$ cat src/rtl/truth_table_scanner.sv
// Truth-table scanner: steps a 4-input gate through every input vector,
// captures Y for each one, and compares the captured table against EXPECTED.
//
// state      | meaning
// -----------+------------------------------------------------------------
// ST_IDLE    | waiting for i_start; o_vec = 0, o_busy = 0
// ST_SETTLE  | o_vec = idx held steady; cnt counts SETTLE cycles down to 0
// ST_SAMPLE  | capture i_y into o_table[idx] and update the error stats
// ST_DONE    | one-cycle o_done pulse; o_match is latched from o_err_cnt
module truth_table_scanner #(
  parameter int                 N_IN     = 4,
  parameter int                 SETTLE   = 1,
  parameter logic [2**N_IN-1:0] EXPECTED = 16'h0055
) (
  input  logic                 i_clk,
  input  logic                 i_rst_n,
  input  logic                 i_start,
  output logic [N_IN-1:0]      o_vec,
  input  logic                 i_y,
  output logic                 o_busy,
  output logic                 o_done,
  output logic [2**N_IN-1:0]   o_table,
  output logic                 o_match,
  output logic [N_IN:0]        o_err_cnt,
  output logic [N_IN-1:0]      o_first_err_idx
);

  // The settle counter only ever holds SETTLE-1 down to 0.
  localparam int              CW       = (SETTLE > 1) ? $clog2(SETTLE) : 1;
  localparam logic [CW-1:0]   CNT_LOAD = CW'(SETTLE - 1);
  localparam logic [N_IN-1:0] IDX_LAST = N_IN'(2**N_IN - 1);

  typedef enum logic [1:0] {
    ST_IDLE,
    ST_SETTLE,
    ST_SAMPLE,
    ST_DONE
  } state_t;

  state_t          state;
  logic [N_IN-1:0] idx;
  logic [CW-1:0]   cnt;

  // Sweep sequencer; every output is registered so o_vec never glitches.
  always_ff @(posedge i_clk or negedge i_rst_n) begin
    if (!i_rst_n) begin
      state           <= ST_IDLE;
      idx             <= '0;
      cnt             <= '0;
      o_vec           <= '0;
      o_busy          <= 1'b0;
      o_done          <= 1'b0;
      o_table         <= '0;
      o_match         <= 1'b0;
      o_err_cnt       <= '0;
      o_first_err_idx <= '0;
    end else begin
      case (state)
        ST_IDLE: begin
          o_done <= 1'b0;
          if (i_start) begin
            idx             <= '0;
            o_vec           <= '0;
            o_table         <= '0;
            o_err_cnt       <= '0;
            o_first_err_idx <= '0;
            o_match         <= 1'b0;
            cnt             <= CNT_LOAD;
            o_busy          <= 1'b1;
            state           <= ST_SETTLE;
          end
        end

        ST_SETTLE: begin
          if (cnt == '0) begin
            state <= ST_SAMPLE;
          end else begin
            cnt <= cnt - 1'b1;
          end
        end

        ST_SAMPLE: begin
          o_table[idx] <= i_y;
          if (i_y != EXPECTED[idx]) begin
            o_err_cnt <= o_err_cnt + 1'b1;
            // Only the first mismatch of the sweep records its index.
            if (o_err_cnt == '0) begin
              o_first_err_idx <= idx;
            end
          end
          if (idx == IDX_LAST) begin
            o_vec  <= '0;
            o_busy <= 1'b0;
            o_done <= 1'b1;
            state  <= ST_DONE;
          end else begin
            idx   <= idx + 1'b1;
            o_vec <= idx + 1'b1;
            cnt   <= CNT_LOAD;
            state <= ST_SETTLE;
          end
        end

        ST_DONE: begin
          // The last SAMPLE has already committed its error count.
          o_done  <= 1'b0;
          o_match <= (o_err_cnt == '0);
          state   <= ST_IDLE;
        end

        default: begin
          state <= ST_IDLE;
        end
      endcase
    end
  end

endmodule

$ cat config.mk
export PLATFORM = sky130hd
export DESIGN_NAME = truth_table_scanner
export DESIGN_NICKNAME = d
export VERILOG_FILES = /design/src/rtl/truth_table_scanner.sv
export SDC_FILE = /design/constraint.sdc
export NUM_CORES = 1
export LEC_CHECK = 0
export CORE_ASPECT_RATIO = 1.4
export CORE_UTILIZATION = 56
export DETAILED_ROUTE_END_ITERATION = 10
export GPL_TIMING_DRIVEN = 0
export PLACE_DENSITY = 0.87
export RECOVER_POWER = 50
export SYNTH_ARGS = -nofsm -noshare
export SYNTH_HDL_FRONTEND = slang
export SYNTH_SLANG_ARGS = --single-unit
$ cat constraint.sdc
create_clock -name i_clk -period 3.7 [get_ports i_clk]
set_input_delay 0.37 -clock i_clk [delete_from_list [all_inputs] [get_ports i_clk]]
set_output_delay 0.37 -clock i_clk [all_outputs]
set_load 0.03 [all_outputs]
### After elaboration in Yosys (flattened, before gate mapping)

Memories as Yosys holds them, arrays and structs flattened.
Cells that the tools add are included.

| cells by class | value |
|---|---|
| add/sub/neg operators | 3 |
| $mul | 0 |
| divide/modulo/power cells | 0 |
| order comparisons | 2 |
| equality and inequality tests | 11 |
| shift-type cells | 0 |
| mux-type cells | 31 |
| bitwise gates (word level) | 0 |
| reduce and logical (&&, ||, !) cells | 17 |

Operator list:

| cell | number |
|---|---|
| one-hot mux 16 bit (2 select lines) | 1 |
| one-hot mux 4 bit (2 select lines) | 3 |
| 2-to-1 mux 4 bit | 5 |
| bitwise mux 16 bit | 1 |
| 2-to-1 mux 16 bit | 1 |
| != test 2 bit, second input constant | 6 |
| AND reduction 3 bit | 4 |
| 2-to-1 mux 5 bit | 2 |
| one-hot mux 5 bit (2 select lines) | 1 |
| 2-to-1 mux 1 bit | 8 |
| one-hot mux 2 bit (4 select lines) | 1 |
| AND reduction 2 bit | 4 |
| 2-to-1 mux 2 bit | 3 |
| one-hot mux 1 bit (2 select lines) | 3 |
| nonzero test 2 bit | 3 |
| adder 5 x 1 -> 5 bit, second input constant | 1 |
| zero test 5 bit | 1 |
| less-than comparator 4 x 5 -> 1 bit, second input constant | 1 |
| adder 4 x 1 -> 4 bit, second input constant | 1 |
| demux 1 bit (select 4 bit) | 1 |
| == test 2 bit, second input constant | 2 |
| == test 4 bit, second input constant | 1 |
| greater-or-equal comparator 4 x 1 -> 1 bit, second input constant | 1 |
| AND reduction 4 bit | 1 |
| other kinds (8) | 8 |

| word-level totals | value |
|---|---|
| register bits | 39 |
| bits in latches | 0 |
| RAM bits | 0 |
| bits in read-only memories | 16 |
| input port bits | 4 |
| output and inout bits | 32 |
| memories kept | 1 |

Memory list:

| memory | words | width | rd ports | clocked after memory_dff | write ports | RTL line | RTL |
|---|---|---|---|---|---|---|---|
| (name not given) | 16 | 1 | 1 | 0 | 0 | 84 | `if (i_y != EXPECTED[idx]) begin` |

### Longest topological paths before layout

Gate-level depths: netlist of the first run.

| depth | value |
|---|---|
| depth after elaboration | 6 |
| gate-level depth with buffers | 9 |

### Least setup slack after synthesis of the first run

OpenSTA, ideal clock, no wires.

| timing path | value |
|---|---|
| kind | register to register |
| start point | reg state[0] |
| end point | reg o_table[7] |
| data arrival time | 1.686 ns |
| required time | 3.578 ns |
| setup slack | 1.892 ns |
| cell stages (with the launch flop) | 9 |
| path through | dfrtp_1 inv_1 ha_1 buf_6 mux2i_1 buf_2 nor3b_1 nand2_1 a32o_1 |

| on the way | value |
|---|---|
| word-level cells in the longest chain between the ends | 3 |
| elaborated cells on any way between the ends | 6 |
| classes of those cells | eq/ne: 2; mux: 1; reduce/logical: 3 |

RTL lines:

| item | RTL line | RTL |
|---|---|---|
| start, declared | 40 | `state_t state;` |
| start signal, assigned | 47 | `state <= ST_IDLE;` |
| start signal, assigned | 70 | `state <= ST_SETTLE;` |
| start signal, assigned | 76 | `state <= ST_SAMPLE;` |
| == test 2 bit / zero test 2 bit (equally long branches) | 58 | `case (state)` |
| nonzero test 2 bit (no line) / != test 2 bit (equally long branches) | -- |  |
| AND reduction 2 bit (no line) | -- |  |
| end signal, assigned by index | 83 | `o_table[idx] <= i_y;` |
| end, declared | 22 | `output logic [2**N_IN-1:0] o_table,` |

Parallel ways exist; a longest one is shown, timed or not.
A chain may end at the register's enable or synchronous reset.

### Worst setup path after layout of the first run

Ends and elaborated chain as after synthesis.

==> flow_summary.yaml, run 1 <==
synth:
  synth_mux_area_frac: 0.0542
  synth_simple_gate_area_frac: 0.193
  syn_area_um2: 2060
  synth_compound_area_frac: 0.158
  synthAdderAreaFrac: 0.0548
  syn-instance-count: 209
  ys_types: 39
  seq_area_frac_synth: 0.463
  synthFlopType: "dfrtp_1"
  synth_xor_area_frac: 0.0170
  synth_top_family_by_area: "simple AND/OR/NAND/NOR gates"
  synth_area_leaders: "dfrtp_1 (46%), nand2_1 (6.9%), ha_1 (5.5%)"
  ys_ff_latch: 38
  yosys.area.top_type_share: 0.463
  yosys.area.top_type: "dfrtp_1"
  syn_avg_cell_area_um2: 9.84
  synth_enable_flop_cells: 0
  synthArstFlopShare: 1.00
  synthesis.nets: 222
  yosysWarnings: 0
power:
  p_switching_mw: 0.724
  seqPwrFrac: 0.337
  pwr-share-clk: 0.174
  combPwrFrac: 0.489
  power.share.switching: 0.425
  total_power_mw: 1.70
  power.internal_mw: 0.978
  p_per_area_nw_per_um2: 672
  ir_drop_v: 0.000490
  leakage_nw: 1.20
floorplanning:
  io_pins: 36
  die_x_um: 53.2
  start_util: 0.597
  die_y_um: 73.7
  core-area_um2: 3440
  rows: 25
  dieArea_um2: 3920
detailed_routing:
  drtIter0Drc: 51
  num_vias: 1692
  viasPerCell: 5.79
  routed_wl_mm: 4.58
  postRouteAntennaNets: 0
  drc: 0
  firstDrtPassIters: 4
  wl_per_cell_um: 15.7
global_routing:
  grt_overflow: 0
  grt_pass1_wl_mm: 7.56
  grt_max_degree: 39
  grt_pass1_vias: 1643
  antenna_found_initial: 0
  grt.total_usage: 0.268
clock_network:
  cts_root_buf: "clkbuf_8"
  post_cts_buffers: 0
  ctsHoldBuffers: 0
  cts_resized: 0
  clkSinkCount: 38
  cts_buffer_depth: 2
  worstSkewPairLatency_ns: 0.29
  numCtsBuffers: 5
  clk_pin_slew_ns: 0.08
  htree_levels: 2
  cts_tree: "yes"
sta:
  relSlewSlack: -0.363
  fin_crit_ns: 2.28
  slew_viol_final: 39
  hold_viol_final: 0
  fmax_mhz: 439
  tightest_slew_ns: 2.05
  setup_tns_ns: 0
  grt_setup_unrepaired: "no"
  worst_slack_ns: 1.42
  post-route-period-util: 0.616
  setup_violations: 0
  fin_skew_ns: 0.00610
critical_path:
  cp.required_ns: 3.88
  critPathCaptureType: "register"
  slowest_stage: "nor3b_1"
  start_kind: "register"
  r2r_slack_ns: 1.42
  max_stage_delay_ns: 0.44
  path_max_fanout: 10
  critical_path_class: "register to register"
  arrival_ns: 2.46
  crit_chain: "inv_1 > ha_1 > clkbuf_1 > mux2i_1 > buf_2 > nor3b_1 > nand2_1 > a32o_1"
hold_path:
  hp-class: "register to register"
cells_and_area:
  final_nets: 264
  diodes: 0
  multi_input_comb_area_um2: 980
  fillers: 265
  fin_cells: 292
  ff_latch_area_um2: 951
  drive_gt1_frac: 0.0992
  areaGrowthSynthToFinish_pct: 23.3
placed_design:
  dp_hpwl_mm: 3.06
  dp_cells: 284
  dp_slack_ns: 1.39
  port-buffer-count: 35
  place.gp.congestion: 0.863
status:
  outcome: "complete, but fails checks"
  violations: "capacitance limit, slew limit"
run:
  drv_cap: 1
cells in the final DEF (no fill, tap or decap), drive strengths merged:
cell	instances
a21bo	1
nand2	38
xor2	1
or2	2
nor2b	1
o21ai	19
mux2i	10
o21a	1
nand3	10
inv	7
a31oi	1
a32o	8
dlymetal6s2s	1
a31o	1
clkinv	1
xnor2	3
nor4b	1
or4b	2
a21oi	10
a32oi	1
clkdlybuf4s50	20
nor3b	2
nand2b	2
and3b	1
a22o	6
dlygate4sd3	14
ha	9
nor2	5
dfrtp	38
clkbuf	13
or3	1
nor3	5
mux2	1
and3	7
and2	1
buf	7
nand4b	1
layout make-up:
cell class              count  share of cell area
clock buffers               7              0.0341
well taps                  40              0.0198
repair buffers             35               0.136
clock inverters             1             0.00198
inverters                   7              0.0104
plain buffers              13              0.0360
multi-input cells         151               0.387
flip-flops and latches     38               0.375
Yosys cell counts (all sizes together) (3+ instances only):
library cell / number
mux2i: 10
inv: 7
nand3: 10
xnor2: 3
o21ai: 19
nand2: 38
clkbuf: 4
dfrtp: 38
and3: 7
a32o: 8
ha: 9
buf: 8
nor3: 5
nor2: 5
a21oi: 10
a22o: 6
sequential cells by signal (all words and copies together) (netlist names):
name / flops
idx: 4
o_busy: 1
o_done: 1
o_err_cnt: 5
o_first_err_idx: 4
o_match: 1
o_table: 16
o_vec: 4
state: 2
worst max-delay path, delay by kind of cell, from the launching register on:
family	cells	cell delay [ns]
buffers and inverters	3	0.65
and+or+nand+nor	2	0.55
DFF	1	0.41
AOI/OAI and AO/OA	1	0.27
muxes	1	0.16
adders and majority gates	1	0.15
through the flow:
step           cell area (um2)  hold WS [ns]   util
2_1_floorplan             2060        0.0744      -
6_report                  2530         0.485  0.736
3_5_place_dp              2450         0.479  0.712
4_1_cts                   2540         0.214  0.739
5_1_grt                   2530         0.510  0.736
3_3_place_gp              2460         0.468  0.714
power by group through the flow:
stage / logic [mW] / registers [mW] / clock network [mW]
4_1_cts: 0.855 / 0.574 / 0.301
3_5_place_dp: 0.846 / 0.581 / 0
5_1_grt: 0.911 / 0.585 / 0.319
3_3_place_gp: 0.829 / 0.576 / 0
6_report: 0.833 / 0.574 / 0.296
2_1_floorplan: 0.476 / 0.685 / 0
per-layer routing:
metal  wire (um)  vias to the layer above  share of wire  track usage
met5           0                        -              0            0
met4          92                        0          0.020        0.117
met3         166                        7          0.036       0.0580
met2        2400                       36           0.52        0.454
met1        1920                      827           0.42        0.319
li1            -                      822              -            -
path summary, 6_finish.rpt:
path                       startpoint                 end  depth (start not counted)
max reg2reg                  state[0]          o_table[7]                          8
min in group asynchronous     i_rst_n        o_err_cnt[3]                          1
max in group asynchronous     i_rst_n  o_first_err_idx[2]                          1
max                          state[0]          o_table[7]                          8
min reg2reg                  o_vec[0]            o_vec[0]                          2
min                          o_vec[0]            o_vec[0]                          2
kinds of logic after synthesis:
logic type	count (synthesis)
AOI/OAI and AO/OA	48
and+or+nand+nor	79
muxes	11
DFF	38
xor gates and xnor gates	4
buffers and inverters	20
adders and majority gates	9
Power figures use the tool's default switching activity.
==> inputs of run 2 (changes only) <==
- CORE_UTILIZATION: 56 -> 47
- PLACE_DENSITY: 0.87 -> 0.78
- clock period: 3.7 -> 2 ns (I/O delays scaled with it)
==> run 2 against run 1 <==
Compared with the run above: the flow finishes with violations (DRC); critical path depth stayed put; global-route usage is 5.9 points lower; sequential share of layout area is 0.87 points lower; sequential power is 83% higher; clock skew is 0.0012 ns higher; first-iteration DRC count is 25% higher; via count is 1.2% higher; register-to-register slack worse by 1.3 ns; cell count is 1.4% higher; setup slack worse by 1.3 ns; final area is 2.4% higher; highest routed layer unchanged.
==> flow_summary.yaml, run 2 (synthesis gave the netlist of run 1 again) <==
detailed_routing:
  postRouteAntennaNets: 0
  drtIter0Drc: 64
  num_vias: 1712
  routed_wl_mm: 4.65
  viasPerCell: 5.78
  firstDrtPassIters: 10
  drc: 1
  wl_per_cell_um: 15.7
critical_path:
  critPathCaptureType: "register"
  timing.rr.start: "state[0]"
  path_max_fanout: 10
  crit_chain: "inv_1 > ha_1 > buf_6 > mux2i_1 > buf_4 > nor3b_4 > nand2_1 > a32o_1"
  cp.required_ns: 2.19
  critical_path_class: "register to register"
  max_stage_delay_ns: 0.37
  start_kind: "register"
  crit_buf_inv: 3
  slowest_stage: "dfrtp_1"
  startpoint: "state[0]"
  cp_top_family: "buffers and inverters"
  arrival_ns: 2.07
sta:
  whs_ns: 0.0424
  hold_viol_final: 0
  grt_setup_unrepaired: "no"
  post-route-period-util: 0.942
  slew_viol_final: 0
  relSlewSlack: 0.361
  fin_skew_ns: 0.00730
  fmax_mhz: 531
  setup_violations: 0
  setup_tns_ns: 0
  fin_crit_ns: 1.88
  tightest_slew_ns: 0.958
  worst_slack_ns: 0.116
clock_network:
  cts_buffer_depth: 2
  cts_tree: "yes"
  worstSkewPairLatency_ns: 0.30
  ctsHoldBuffers: 0
  clkSinkCount: 38
  cts_root_buf: "clkbuf_8"
  numCtsBuffers: 5
  htree_levels: 2
  clk_pin_slew_ns: 0.08
hold_path:
  hp-class: "primary input to async pin"
cells_and_area:
  fillers: 370
  fin_cells: 296
  regMostFlops: "o_table"
  largest_reg_flops: 16
  utilization: 0.617
  largestRegisters: "o_table: 16 flops, o_err_cnt: 5 flops"
  diodes: 0
  final_nets: 263
  drive_gt1_frac: 0.124
  fin_area_um2: 2590
  final_cell_mix: "nand2_1 (38), dfrtp_1 (38), clkdlybuf4s50_1 (19)"
  areaGrowthSynthToFinish_pct: 26.2
global_routing:
  grt_use_met1: 0.226
  grt_max_degree: 39
  grt.met3_usage: 0.0467
  grt_pass1_wl_mm: 7.25
  grt_overflow: 0
  busiest_layer: "met2"
  antenna_found_initial: 0
  grt.total_usage: 0.210
  grt_pass1_vias: 1636
  met2_usage: 0.376
power:
  leakage_nw: 1.23
  total_power_mw: 3.32
  p_per_area_nw_per_um2: 1280
  ir_drop_v: 0.000839
placed_design:
  placed_area_um2: 2460
  dp_slack_ns: -0.161
  port-buffer-count: 35
  dp_hpwl_mm: 3.19
  dp_cells: 289
  place.gp.congestion: 0.839
floorplanning:
  core-area_um2: 4200
  die_x_um: 57.9
  dieArea_um2: 4650
  die_y_um: 80.3
  rows: 28
  start_util: 0.489
  io_pins: 36
status:
  outcome: "complete, but fails checks"
  violations: "DRC"
run:
  drv_cap: 0
[run 2: cell types whose count changed in the layout (fill, tap and decap cells not counted), sizes merged]
cell and change:
clkdlybuf4s50 -1, buf +2, clkinv -1, bufinv +1
clkbuf -3, dlygate4sd3 +1
[run 2: worst reg2reg max path: stages (launching register included)]
cell     delay [ns]
dfrtp_1        0.37
inv_1          0.08
ha_1           0.21
buf_6          0.14
mux2i_1        0.13
buf_4          0.21
nor3b_4        0.25
nand2_1        0.11
a32o_1         0.28
[run 2: report_power, final]
part	switching (mW)	total, mW	internal [mW]	leakage (nW)
Clock	0.280	0.654	0.373	0.0524
Combinational	0.950	1.61	0.660	0.669
Sequential	0.132	1.05	0.922	0.513
[run 2: worst paths after layout]
check	to	slack, ns	cells after the start
worst max-delay path	o_table[7]	0.12	8
worst min-delay path	o_table[11]	0.04	1
worst max register to register	o_table[7]	0.12	8
worst min register to register	o_vec[0]	0.48	2
max in group asynchronous	o_busy	1.36	1
min in group i_clk	o_vec[0]	0.48	2
[run 2: repair_timing]
action                     CTS  global route
setup buffers                0             2
pin swaps                    0             1
setup endpoints to repair    2            16
gates resized for setup      1             6
cloned                       0             0
[run 2: area by class of cell]
cell class | count | area, um2 | share of cell area
plain buffers | 10 | 92.6 | 0.0357
inverters | 7 | 26.3 | 0.0101
repair buffers | 37 | 360 | 0.139
clock inverters | 1 | 30.0 | 0.0116
well taps | 45 | 56.3 | 0.0217
clock buffers | 7 | 76.3 | 0.0294
multi-input cells | 151 | 1000 | 0.386
flip-flops and latches | 38 | 951 | 0.367
[run 2: layer usage]
metal  vias up  share of wire
li1        818              -
met1       823           0.42
met2        59           0.51
met3        12          0.049
met4         0          0.025
met5         -              0
==> inputs of run 3 (changes only) <==
==> constraint.sdc (replaced) <==
create_clock -name i_clk -period 2 [get_ports i_clk]
set_input_delay 0.2 -clock i_clk [delete_from_list [all_inputs] [get_ports i_clk]]
set_output_delay 0.2 -clock i_clk [all_outputs]
set_load 0.02 [all_outputs]
==> results of run 3 <==
The final DEF is identical to that of run 2. Status: complete, but fails checks: DRC.
Main changes from that run: total power 3.32 mW -> 3.23 mW; worst IR drop on VDD 0.000839 V -> 0.000810 V
